--- config.mk ---
export PLATFORM = sky130hd
export DESIGN_NAME = mem_access
export DESIGN_NICKNAME = d
export VERILOG_FILES = /design/src/rtl/mem_access.sv
export SDC_FILE = /design/constraint.sdc
export NUM_CORES = 1
export LEC_CHECK = 0
export ABC_AREA = 1
export CAP_MARGIN = 20
export CELL_PAD_IN_SITES_DETAIL_PLACEMENT = 1
export CELL_PAD_IN_SITES_GLOBAL_PLACEMENT = 1
export CORE_AREA = 4 4 172 124
export DETAILED_ROUTE_END_ITERATION = 12
export DIE_AREA = 0 0 176 128
export PLACE_DENSITY = 0.88
export SKIP_CTS_REPAIR_TIMING = 1
export SLEW_MARGIN = 20
export SYNTH_ARGS = -nofsm -noshare
export SYNTH_HDL_FRONTEND = slang
export SYNTH_SLANG_ARGS = --single-unit
--- constraint.sdc ---
create_clock -name clk -period 1.5 [get_ports clk]
set_clock_uncertainty 0.05 [all_clocks]
set_input_delay 0.15 -clock clk [delete_from_list [all_inputs] [get_ports clk]]
set_output_delay 0.15 -clock clk [all_outputs]
set_load 0.005 [all_outputs]
--- src/rtl/mem_access.sv ---
// Memory stage: accepts one execute result per transfer, performs a word-wide
// data-memory access over a req/ack handshake, and emits a one-cycle
// writeback packet for the register-file write port.
// Ports:
//   clk, rstn                       clock, async active-low reset
//   in_valid/in_ready               upstream handshake (in_ready from state)
//   data, store_data                result/address, store word
//   mem_read_enabled/mem_write_enabled, reg_write_enabled, reg_write_dest
//   dmem_req/we/addr/wdata          memory request, held until ack or timeout
//   dmem_ack/rdata                  memory completion and read data
//   wb_valid, wb_reg_write_enabled, wb_reg_write_dest, wb_data  writeback
//   mem_err                         pulse on misaligned access or timeout
module mem_access #(
  parameter int unsigned MEM_TIMEOUT = 255
) (
  input  logic        clk,
  input  logic        rstn,
  input  logic        in_valid,
  output logic        in_ready,
  input  logic [31:0] data,
  input  logic [31:0] store_data,
  input  logic        mem_read_enabled,
  input  logic        mem_write_enabled,
  input  logic        reg_write_enabled,
  input  logic [5:0]  reg_write_dest,
  output logic        dmem_req,
  output logic        dmem_we,
  output logic [31:0] dmem_addr,
  output logic [31:0] dmem_wdata,
  input  logic        dmem_ack,
  input  logic [31:0] dmem_rdata,
  output logic        wb_valid,
  output logic        wb_reg_write_enabled,
  output logic [5:0]  wb_reg_write_dest,
  output logic [31:0] wb_data,
  output logic        mem_err
);

  localparam int unsigned CNT_W = (MEM_TIMEOUT > 1) ? $clog2(MEM_TIMEOUT) : 1;

  typedef enum logic {IDLE, WAIT} state_t;

  state_t            state, state_nxt;
  logic [CNT_W-1:0]  cnt, cnt_nxt;
  logic              lat_en, lat_en_nxt;
  logic              req_nxt, we_nxt, wb_valid_nxt, wb_we_nxt, err_nxt;
  logic [31:0]       addr_nxt, wdata_nxt, wb_data_nxt;
  logic [5:0]        wb_dest_nxt;

  logic is_mem, is_store, accept, timeout;

  // Acceptance only in IDLE and never while reset is asserted.
  assign in_ready = (state == IDLE) & rstn;

  assign accept   = in_valid & in_ready;
  assign is_store = mem_write_enabled;
  assign is_mem   = mem_read_enabled | mem_write_enabled;
  assign timeout  = (cnt == CNT_W'(MEM_TIMEOUT - 1));

  // Next-state and registered-output logic.
  always_comb begin
    state_nxt    = state;
    cnt_nxt      = cnt;
    lat_en_nxt   = lat_en;
    req_nxt      = dmem_req;
    we_nxt       = dmem_we;
    addr_nxt     = dmem_addr;
    wdata_nxt    = dmem_wdata;
    wb_valid_nxt = 1'b0;
    err_nxt      = 1'b0;
    wb_we_nxt    = wb_reg_write_enabled;
    wb_dest_nxt  = wb_reg_write_dest;
    wb_data_nxt  = wb_data;

    case (state)
      IDLE: begin
        if (accept) begin
          if (!is_mem) begin
            wb_valid_nxt = 1'b1;
            wb_data_nxt  = data;
            wb_dest_nxt  = reg_write_dest;
            wb_we_nxt    = reg_write_enabled & (reg_write_dest != 6'd0);
          end else if (data[1:0] != 2'b00) begin
            wb_valid_nxt = 1'b1;
            wb_data_nxt  = data;
            wb_dest_nxt  = reg_write_dest;
            wb_we_nxt    = 1'b0;
            err_nxt      = 1'b1;
          end else begin
            req_nxt     = 1'b1;
            we_nxt      = is_store;
            addr_nxt    = data;
            wdata_nxt   = store_data;
            wb_dest_nxt = reg_write_dest;
            // A store never writes the register file, even if asked to.
            lat_en_nxt  = reg_write_enabled & ~is_store;
            cnt_nxt     = '0;
            state_nxt   = WAIT;
          end
        end
      end
      WAIT: begin
        // Ack takes priority over a timeout in the same cycle.
        if (dmem_ack) begin
          req_nxt      = 1'b0;
          wb_valid_nxt = 1'b1;
          wb_data_nxt  = dmem_we ? dmem_addr : dmem_rdata;
          wb_we_nxt    = lat_en & ~dmem_we & (wb_reg_write_dest != 6'd0);
          state_nxt    = IDLE;
        end else if (timeout) begin
          req_nxt      = 1'b0;
          wb_valid_nxt = 1'b1;
          wb_data_nxt  = dmem_addr;
          wb_we_nxt    = 1'b0;
          err_nxt      = 1'b1;
          state_nxt    = IDLE;
        end else begin
          cnt_nxt = cnt + CNT_W'(1);
        end
      end
      default: state_nxt = IDLE;
    endcase
  end

  // State and output registers.
  always_ff @(posedge clk or negedge rstn) begin
    if (!rstn) begin
      state                <= IDLE;
      cnt                  <= '0;
      lat_en               <= 1'b0;
      dmem_req             <= 1'b0;
      dmem_we              <= 1'b0;
      dmem_addr            <= 32'd0;
      dmem_wdata           <= 32'd0;
      wb_valid             <= 1'b0;
      wb_reg_write_enabled <= 1'b0;
      wb_reg_write_dest    <= 6'd0;
      wb_data              <= 32'd0;
      mem_err              <= 1'b0;
    end else begin
      state                <= state_nxt;
      cnt                  <= cnt_nxt;
      lat_en               <= lat_en_nxt;
      dmem_req             <= req_nxt;
      dmem_we              <= we_nxt;
      dmem_addr            <= addr_nxt;
      dmem_wdata           <= wdata_nxt;
      wb_valid             <= wb_valid_nxt;
      wb_reg_write_enabled <= wb_we_nxt;
      wb_reg_write_dest    <= wb_dest_nxt;
      wb_data              <= wb_data_nxt;
      mem_err              <= err_nxt;
    end
  end

endmodule

Word level (Yosys, flattened, before mapping)

Cells that the tools add are included.

Input bits: 109
Output and inout port bits: 108
Flip-flop bits (word level): 117
Logic and storage cells: 80

Mux-type cells: 40
Equal/unequal tests: 8
Reductions and logical operators: 8
Add/subtract/negate cells: 1
Bitwise gates (word level): 11

Operator list:

| operator              | number |
|---|---|
| $mux W32              | 6 |
| $pmux W32 S2          | 1 |
| $mux W8               | 5 |
| $mux W1               | 22 |
| $pmux W8 S2           | 1 |
| $reduce_bool A6 Y1    | 2 |
| $ne A2 B2 Y1 const B  | 5 |
| $pmux W1 S2           | 5 |
| $add A8 B1 Y8 const B | 1 |
| $eq A8 B8 Y1 const B  | 1 |
| $reduce_and A4 Y1     | 2 |
| $and A1 B1 Y1         | 6 |
| $ne A3 B2 Y1 const B  | 2 |
| $reduce_and A5 Y1     | 1 |
| $not A1 Y1            | 4 |
| $reduce_and A3 Y1     | 1 |
| $reduce_and A2 Y1     | 1 |
| $reduce_bool A2 Y1    | 1 |
| $or A1 B1 Y1          | 1 |

Depth between registers and ports, before layout

Gate-level depths: netlist of run 1.

Word-level depth: 5
Mapped depth: 11
Mapped depth without buffers: 10

Worst setup path before layout of run 1

Ideal clock, no wire load.

Kind: reg2reg
From: register cnt[0]
To: register wb_data[22]
Path slack: 0.026 ns
Data required time: 1.334 ns
Cell stages (with the launch flop): 11
Library setup time: 0.116 ns
Arrival time: 1.308 ns
Period minus slack after synthesis: 1.474 ns
Buffers on the path: 1
Cell sequence: dfrtp_1 inv_1 ha_1 nand2_1 nor2_1 nand2_1 nand2_1 nand2_2 buf_2 nand3_1 nand2_1

Word-level cells in the longest chain between the ends: 3

Ends and longest elaborated chain:

| what                               | line | text |
|---|---|---|
| start: declaration                 | 44   | `logic [CNT_W-1:0] cnt, cnt_nxt;` |
| start signal: assignment           | 142  | `cnt <= cnt_nxt;` |
| $eq A8 B8 Y1                       | 58   | `assign timeout = (cnt == CNT_W'(MEM_TIMEOUT - 1));` |
| $ne A3 B2 Y1 (no source line)      | -    |  |
| $reduce_and A3 Y1 (no source line) | -    |  |
| end signal: assignment             | 151  | `wb_data <= wb_data_nxt;` |
| end: declaration                   | 35   | `output logic [31:0] wb_data,` |

No other way between the ends.
A chain may end at the register's enable or synchronous reset.

Worst setup path after layout of run 1

From: register cnt[0]
To: register wb_data[1]

Same word-level chain as after synthesis.

==> results of run 1 <==
-- metrics by stage --
step	setup WS [ps]	utilization, %	setup TNS [ps]	hold WS [ps]
3_5_place_dp	-306.7	41.62	-25840	159.2
6_report	-148.1	49.56	-3681	212.9
2_1_floorplan	25.79	-	0	-195.6
4_1_cts	-425.3	45.05	-9630	-291.9
3_3_place_gp	-233.8	41.62	-20970	159.0
5_1_grt	-236.0	49.56	-9397	213.5
-- worst max path at each step --
stage,from,end,slack (ps),cells past startpoint
after floorplan,cnt[0],wb_data[22],30,10
final,cnt[0],wb_data[1],-150,11
after CTS,state,in_ready,-430,3
after global placement,data[0],wb_data[17],-230,9
after global routing,cnt[0],wb_data[1],-240,11
after detailed placement,data[0],wb_data[13],-310,9
-- critical path: stages (launching register included) --
cell and delay [ps]:
dfrtp_1 380, inv_2 80, ha_4 140, nand2_4 50
nor2_4 110, nand2_2 100, nand2_2 110, nand2_4 100
nand2_8 150, buf_12 160, nand2_4 40, nand2_1 100
-- per-layer routing --
metal	vias to the layer above	part of all wire [%]	track usage, %
met5	-	0	0
met4	0	1.7	6.554
met3	27	10	8.373
met2	218	46	29.14
met1	2940	42	24.10
li1	2771	-	-
-- power groups by stage --
stage | sequential [µW] | clock (µW) | combinational [µW]
after floorplan | 4220 | 0 | 864
after global placement | 4190 | 0 | 2870
after detailed placement | 4220 | 0 | 2970
after CTS | 4170 | 4780 | 3000
after global routing | 4230 | 4960 | 3570
final | 4150 | 4700 | 3260
-- cell type report --
type	count	area (µm²)
Fill cell	2294	9878
Timing Repair Buffer	294	3216
Sequential cell	117	2928
Multi-Input combinational cell	519	2479
Clock buffer	19	452.9
Tap cell	270	337.8
Clock inverter	13	217.7
Inverter	20	75.07
-- synth_stat cells (all sizes together) --
cell / count
inv: 20
a21oi: 34
nand3: 43
nand4: 1
clkbuf: 15
nor3: 2
o31ai: 1
nand3b: 1
buf: 26
nor2: 25
o21ai: 73
dfrtp: 117
xor2: 1
o21a: 1
nand2: 335
ha: 2
-- registers in the layout, summed over array words and instances (netlist names) --
name and count:
wb_valid 1, mem_err 1, lat_en 1, dmem_req 1
dmem_we 1, wb_reg_write_dest 6, wb_data 32, dmem_addr 32
cnt 8, state 1, wb_reg_write_enabled 1, dmem_wdata 32
-- cells by family (layout without fill, tap and decap cells) --
| group | Yosys count | count (layout) | share of synthesized area, % |
|---|---|---|---|
| simple gates | 407 | 407 | 29.91 |
| flops | 117 | 117 | 53.84 |
| compound gates | 109 | 109 | 10.12 |
| buf+inv | 61 | 346 | 5.499 |
| fa+ha+maj | 2 | 2 | 0.4601 |
| xor+xnor | 1 | 1 | 0.1611 |
==> flow_results.xml, run 1 <==
<?xml version="1.0" encoding="UTF-8"?>
<metrics>
  <group name="power_and_ir_drop">
    <metric name="seq_power_share" unit="%">34.3</metric>
    <metric name="design_power_total" unit="µW">12100</metric>
    <metric name="clock_power_share" unit="%">38.8</metric>
    <metric name="peakVddDrop" unit="µV">523.0</metric>
    <metric name="cellLeakagePower" unit="µW">0.005879</metric>
    <metric name="cellPowerDensity" unit="nW/µm²">1247</metric>
    <metric name="netSwitchingPower" unit="µW">3479</metric>
    <metric name="internal_power" unit="µW">8625</metric>
    <metric name="sw_frac_of_total" unit="%">28.74</metric>
    <metric name="comb_power_share" unit="%">26.9</metric>
  </group>
  <group name="place">
    <metric name="dpl.cell_count" unit="">1183</metric>
    <metric name="gp_routability_congestion" unit="">0.8095</metric>
    <metric name="place.port_buffers" unit="">216</metric>
    <metric name="place_hpwl" unit="mm">15.28</metric>
    <metric name="postPlaceCellArea" unit="µm²">8152</metric>
  </group>
  <group name="floorplanning">
    <metric name="initial_util" unit="%">27.77</metric>
    <metric name="std_cell_rows" unit="">43</metric>
    <metric name="die_w" unit="µm">176</metric>
    <metric name="number_of_ports_placed_on_the_die_boundary" unit="">217</metric>
    <metric name="core" unit="µm²">19580</metric>
    <metric name="die_height" unit="µm">128</metric>
    <metric name="total_die_area" unit="µm²">22530</metric>
  </group>
  <group name="global_route">
    <metric name="track_usage" unit="%">19.02</metric>
    <metric name="maximum_number_of_pins_on_one_net_before_global_route_repair" unit="">53</metric>
    <metric name="first_global_vias" unit="">6139</metric>
    <metric name="grt_first_pass_wirelength" unit="mm">33.55</metric>
    <metric name="grt_overflow" unit="">0</metric>
    <metric name="antenna_found_initial" unit="">0</metric>
  </group>
  <group name="yosys">
    <metric name="netlist-cell-type-count" unit="">24</metric>
    <metric name="synth_fp_nets" unit="">808</metric>
    <metric name="post-synth-top-area-fraction" unit="%">53.84</metric>
    <metric name="ys_seq_area_share" unit="%">53.84</metric>
    <metric name="synth_area" unit="µm²">5438</metric>
    <metric name="post_synth_top_area_cell" unit="">dfrtp_1</metric>
    <metric name="synth_area_per_cell" unit="µm²">7.802</metric>
    <metric name="ys.warnings.count" unit="">0</metric>
    <metric name="synthCells" unit="">697</metric>
    <metric name="ys_top_cells_by_area" unit="">dfrtp_1, nand2_1, o21ai_0</metric>
    <metric name="postSynthRegisterBits" unit="">117</metric>
  </group>
  <group name="sta">
    <metric name="layout_worst_path_cycle_share" unit="%">109.9</metric>
    <metric name="max_frequency" unit="GHz">0.6067</metric>
    <metric name="finalWorstPathRequiredPeriod" unit="ps">1648</metric>
    <metric name="setup_viol_count_final" unit="">36</metric>
    <metric name="grt_setup_unrepaired" unit="">yes</metric>
    <metric name="finalWorstSetupSlack" unit="ps">-148.1</metric>
    <metric name="maxSlewHeadroom" unit="%">53.30</metric>
    <metric name="timing.final.hold_violations" unit="">0</metric>
    <metric name="timing_max_transition_violations_final" unit="">0</metric>
    <metric name="worstMarginPinSlew" unit="ps">700.4</metric>
  </group>
  <group name="min_path">
    <metric name="classification_of_the_worst_slack_hold_path" unit="">primary input to register</metric>
    <metric name="holdPathStages" unit="">3</metric>
    <metric name="min_from" unit="">store_data[7]</metric>
    <metric name="worst_hold_path.endpoint" unit="">dmem_wdata[7]</metric>
  </group>
  <group name="layout">
    <metric name="design.final.nets" unit="">1080</metric>
    <metric name="instances_no_fill" unit="">1252</metric>
    <metric name="area_growth" unit="%">78.49</metric>
    <metric name="fin_area" unit="µm²">9706</metric>
    <metric name="most_common_cell_after_layout_fill_and_taps_aside" unit="">nand2_1</metric>
    <metric name="drive_above_1_share" unit="%">18.23</metric>
    <metric name="layout.cells.most_common_list" unit="">nand2_1, dfrtp_1, clkdlybuf4s50_1</metric>
    <metric name="antenna_cells" unit="">0</metric>
  </group>
  <group name="route">
    <metric name="drtIter0Drc" unit="">376</metric>
    <metric name="detail_route.drc_violations" unit="">0</metric>
    <metric name="ant_nets" unit="">0</metric>
    <metric name="detail_route.first_pass.iterations" unit="">4</metric>
    <metric name="post_drt_wl_per_cell" unit="µm">18.59</metric>
    <metric name="route.vias.total" unit="">5956</metric>
    <metric name="avgViaCountPerCell" unit="">4.757</metric>
    <metric name="detail_route.wirelength" unit="mm">23.28</metric>
  </group>
  <group name="clock_tree">
    <metric name="clock_sink_count" unit="">117</metric>
    <metric name="htreeDepth" unit="">4</metric>
    <metric name="cts-root-buf" unit="">clkbuf_16</metric>
    <metric name="cts_buffers" unit="">17</metric>
    <metric name="cts_tree" unit="">yes</metric>
    <metric name="clk_pin_slew" unit="ps">60</metric>
    <metric name="cts-root-to-sink-buffers" unit="">2</metric>
    <metric name="clock_insertion_delay_at_the_later_pin_of_the_skew_report" unit="ps">420</metric>
  </group>
  <group name="setup_path">
    <metric name="timing.critical_path.required" unit="ps">1800</metric>
    <metric name="worst-path-max-fanout" unit="">6</metric>
    <metric name="worst-r2r-cell-count" unit="">11</metric>
    <metric name="endpoint_of_the_most_critical_register_to_register_path" unit="">wb_data[1]</metric>
    <metric name="worst_setup_path_start_kind" unit="">register</metric>
    <metric name="critical_path.reg2reg.startpoint" unit="">cnt[0]</metric>
    <metric name="critical_path_arrival" unit="ps">1950</metric>
    <metric name="critical_path_class" unit="">register to register</metric>
    <metric name="critPathCaptureType" unit="">register</metric>
    <metric name="timing.reg2reg.setup_slack" unit="ps">-150</metric>
  </group>
  <group name="flow_run">
    <metric name="cap_viol_max_count" unit="">0</metric>
  </group>
  <group name="status">
    <metric name="status" unit="">finished with violations</metric>
    <metric name="violations" unit="">setup timing</metric>
  </group>
</metrics>
(Power assumes the default switching activity.)
==> run 2, diff against run 1 <==
TNS_END_PERCENT = 30   (was unset)
==> run 2 against run 1 <==
  * The flow still finishes with violations (setup timing)
  * Hold slack hardly changed
  * Cell count is 2.2% lower
  * Cell area is 2.1% lower
  * Critical path depth stayed put
  * Die area stayed put
  * Global-route usage stayed put
  * Power is 2.1% lower
  * Via count is 2.5% lower
  * Combinational power is 7.7% lower
  * Fmax hardly changed
  * Wire length is 3.5% lower
  * First-iteration DRC count is 6.4% higher
  * Critical path type unchanged
  * Critical endpoint is now wb_data[0]
==> flow_results.xml, run 2 (synthesized netlist as in run 1, its figures left out) <==
<?xml version="1.0" encoding="UTF-8"?>
<metrics>
  <group name="status">
    <metric name="status" unit="">finished with violations</metric>
    <metric name="violations" unit="">setup timing</metric>
  </group>
  <group name="setup_path">
    <metric name="crit_family" unit="">simple AND/OR/NAND/NOR gates</metric>
    <metric name="worst_setup_path_startpoint" unit="">cnt[0]</metric>
    <metric name="critPathCaptureType" unit="">register</metric>
    <metric name="worst-r2r-cell-count" unit="">11</metric>
    <metric name="critical_path_class" unit="">register to register</metric>
    <metric name="worst-path-max-fanout" unit="">6</metric>
    <metric name="timing.reg2reg.setup_slack" unit="ps">-150</metric>
    <metric name="critical_path_arrival" unit="ps">1960</metric>
    <metric name="cp.depth" unit="">11</metric>
    <metric name="worst_setup_path_start_kind" unit="">register</metric>
    <metric name="timing.critical_path.required" unit="ps">1810</metric>
    <metric name="cp.buffers_inverters" unit="">2</metric>
    <metric name="crit_path_end" unit="">wb_data[0]</metric>
    <metric name="timing.critical_path.cells" unit="">inv_2, ha_4, nand2_4, nor2_4, nand2_2, nand2_2, nand2_4, nand2_8, clkbuf_16, nand2_4, nand2_2</metric>
    <metric name="critical_path.reg2reg.startpoint" unit="">cnt[0]</metric>
    <metric name="critical-path-slowest-cell" unit="">dfrtp_1</metric>
    <metric name="endpoint_of_the_most_critical_register_to_register_path" unit="">wb_data[0]</metric>
    <metric name="critPathMaxStageDelay" unit="ps">380</metric>
  </group>
  <group name="clock_tree">
    <metric name="cts-root-to-sink-buffers" unit="">2</metric>
    <metric name="cts-root-buf" unit="">clkbuf_16</metric>
    <metric name="clock_insertion_delay_at_the_later_pin_of_the_skew_report" unit="ps">420</metric>
    <metric name="htreeDepth" unit="">4</metric>
    <metric name="cts_tree" unit="">yes</metric>
    <metric name="cts_buffers" unit="">17</metric>
    <metric name="clock_sink_count" unit="">117</metric>
    <metric name="clk_pin_slew" unit="ps">60</metric>
  </group>
  <group name="place">
    <metric name="gp_routability_congestion" unit="">0.8095</metric>
    <metric name="place_hpwl" unit="mm">15.28</metric>
    <metric name="dpl.cell_count" unit="">1183</metric>
    <metric name="postPlaceCellArea" unit="µm²">8152</metric>
    <metric name="place.port_buffers" unit="">216</metric>
  </group>
  <group name="layout">
    <metric name="antenna_cells" unit="">0</metric>
    <metric name="instances_no_fill" unit="">1225</metric>
    <metric name="layout.cells.most_common_list" unit="">nand2_1, dfrtp_1, clkdlybuf4s50_1</metric>
    <metric name="final_design_utilization" unit="%">48.54</metric>
    <metric name="design.final.nets" unit="">1053</metric>
    <metric name="fin_area" unit="µm²">9505</metric>
    <metric name="area_growth" unit="%">74.80</metric>
    <metric name="reg_top3" unit="">dmem_addr (32), dmem_wdata (32), wb_data (32)</metric>
    <metric name="most_common_cell_after_layout_fill_and_taps_aside" unit="">nand2_1</metric>
    <metric name="drive_above_1_share" unit="%">15.92</metric>
  </group>
  <group name="sta">
    <metric name="grt_setup_unrepaired" unit="">yes</metric>
    <metric name="finalWorstPathRequiredPeriod" unit="ps">1649</metric>
    <metric name="max_frequency" unit="GHz">0.6065</metric>
    <metric name="timing.final.hold_violations" unit="">0</metric>
    <metric name="finalWorstSetupSlack" unit="ps">-148.9</metric>
    <metric name="fin_hold_ws" unit="ps">212.6</metric>
    <metric name="layout_worst_path_cycle_share" unit="%">109.9</metric>
    <metric name="timing_max_transition_violations_final" unit="">0</metric>
    <metric name="worstMarginPinSlew" unit="ps">699.6</metric>
    <metric name="maxSlewHeadroom" unit="%">53.36</metric>
    <metric name="setup_viol_count_final" unit="">35</metric>
  </group>
  <group name="global_route">
    <metric name="grt_first_pass_wirelength" unit="mm">33.55</metric>
    <metric name="track_usage" unit="%">19.02</metric>
    <metric name="grt_overflow" unit="">0</metric>
    <metric name="maximum_number_of_pins_on_one_net_before_global_route_repair" unit="">53</metric>
    <metric name="antenna_found_initial" unit="">0</metric>
    <metric name="first_global_vias" unit="">6139</metric>
  </group>
  <group name="power_and_ir_drop">
    <metric name="design_power_total" unit="µW">11850</metric>
    <metric name="peakVddDrop" unit="µV">522.9</metric>
    <metric name="cellPowerDensity" unit="nW/µm²">1246</metric>
    <metric name="cellLeakagePower" unit="µW">0.005756</metric>
  </group>
  <group name="route">
    <metric name="detail_route.wirelength" unit="mm">22.47</metric>
    <metric name="ant_nets" unit="">0</metric>
    <metric name="drtIter0Drc" unit="">400</metric>
    <metric name="post_drt_wl_per_cell" unit="µm">18.34</metric>
    <metric name="detail_route.first_pass.iterations" unit="">4</metric>
    <metric name="route.vias.total" unit="">5810</metric>
    <metric name="avgViaCountPerCell" unit="">4.743</metric>
    <metric name="detail_route.drc_violations" unit="">0</metric>
  </group>
  <group name="floorplanning">
    <metric name="die_height" unit="µm">128</metric>
    <metric name="initial_util" unit="%">27.77</metric>
    <metric name="core" unit="µm²">19580</metric>
    <metric name="std_cell_rows" unit="">43</metric>
    <metric name="die_w" unit="µm">176</metric>
    <metric name="total_die_area" unit="µm²">22530</metric>
    <metric name="number_of_ports_placed_on_the_die_boundary" unit="">217</metric>
  </group>
  <group name="flow_run">
    <metric name="cap_viol_max_count" unit="">0</metric>
  </group>
  <group name="min_path">
    <metric name="min_from" unit="">store_data[7]</metric>
    <metric name="holdPathStages" unit="">3</metric>
    <metric name="classification_of_the_worst_slack_hold_path" unit="">primary input to register</metric>
  </group>
</metrics>
run 2: tightest hold or removal path, delay by kind of cell:
family	cells	cell delay, ps
buffers and inverters	1	390
and+or+nand+nor	2	100
run 2: power breakdown:
part           switching, µW  internal (µW)
clock network           1610           3070
registers                398           3760
logic                   1380           1630
total                   3390           8450
run 2: metrics by stage:
stage	worst slack (ps)	TNS, ps
floorplan	25.79	0
global placement	-233.8	-20970
global route	-222.6	-9266
detailed placement	-306.7	-25840
CTS	-425.3	-9630
finish	-148.9	-3822
run 2: how the worst min path moves through the flow:
stage	end	slack (ps)
floorplan	cnt[0]	-200
global placement	wb_reg_write_enabled	160
detailed placement	wb_reg_write_enabled	160
CTS	dmem_addr[5]	-290
global route	dmem_wdata[2]	210
finish	dmem_wdata[7]	210
run 2: cell type report:
class,count,area [µm²]
Fill cell,2303,10080
Timing Repair Buffer,267,3015
Sequential cell,117,2928
Multi-Input combinational cell,519,2479
Clock buffer,19,452.9
Tap cell,270,337.8
Clock inverter,13,217.7
Inverter,20,75.07
run 2: layer usage:
layer / global-route usage (%) / up-vias / part of all wire, %
met5: 0 / - / 0
met2: 29.14 / 191 / 46
met4: 6.554 / 0 / 1.6
li1: - / 2718 / -
met3: 8.373 / 24 / 9.6
met1: 24.10 / 2877 / 43
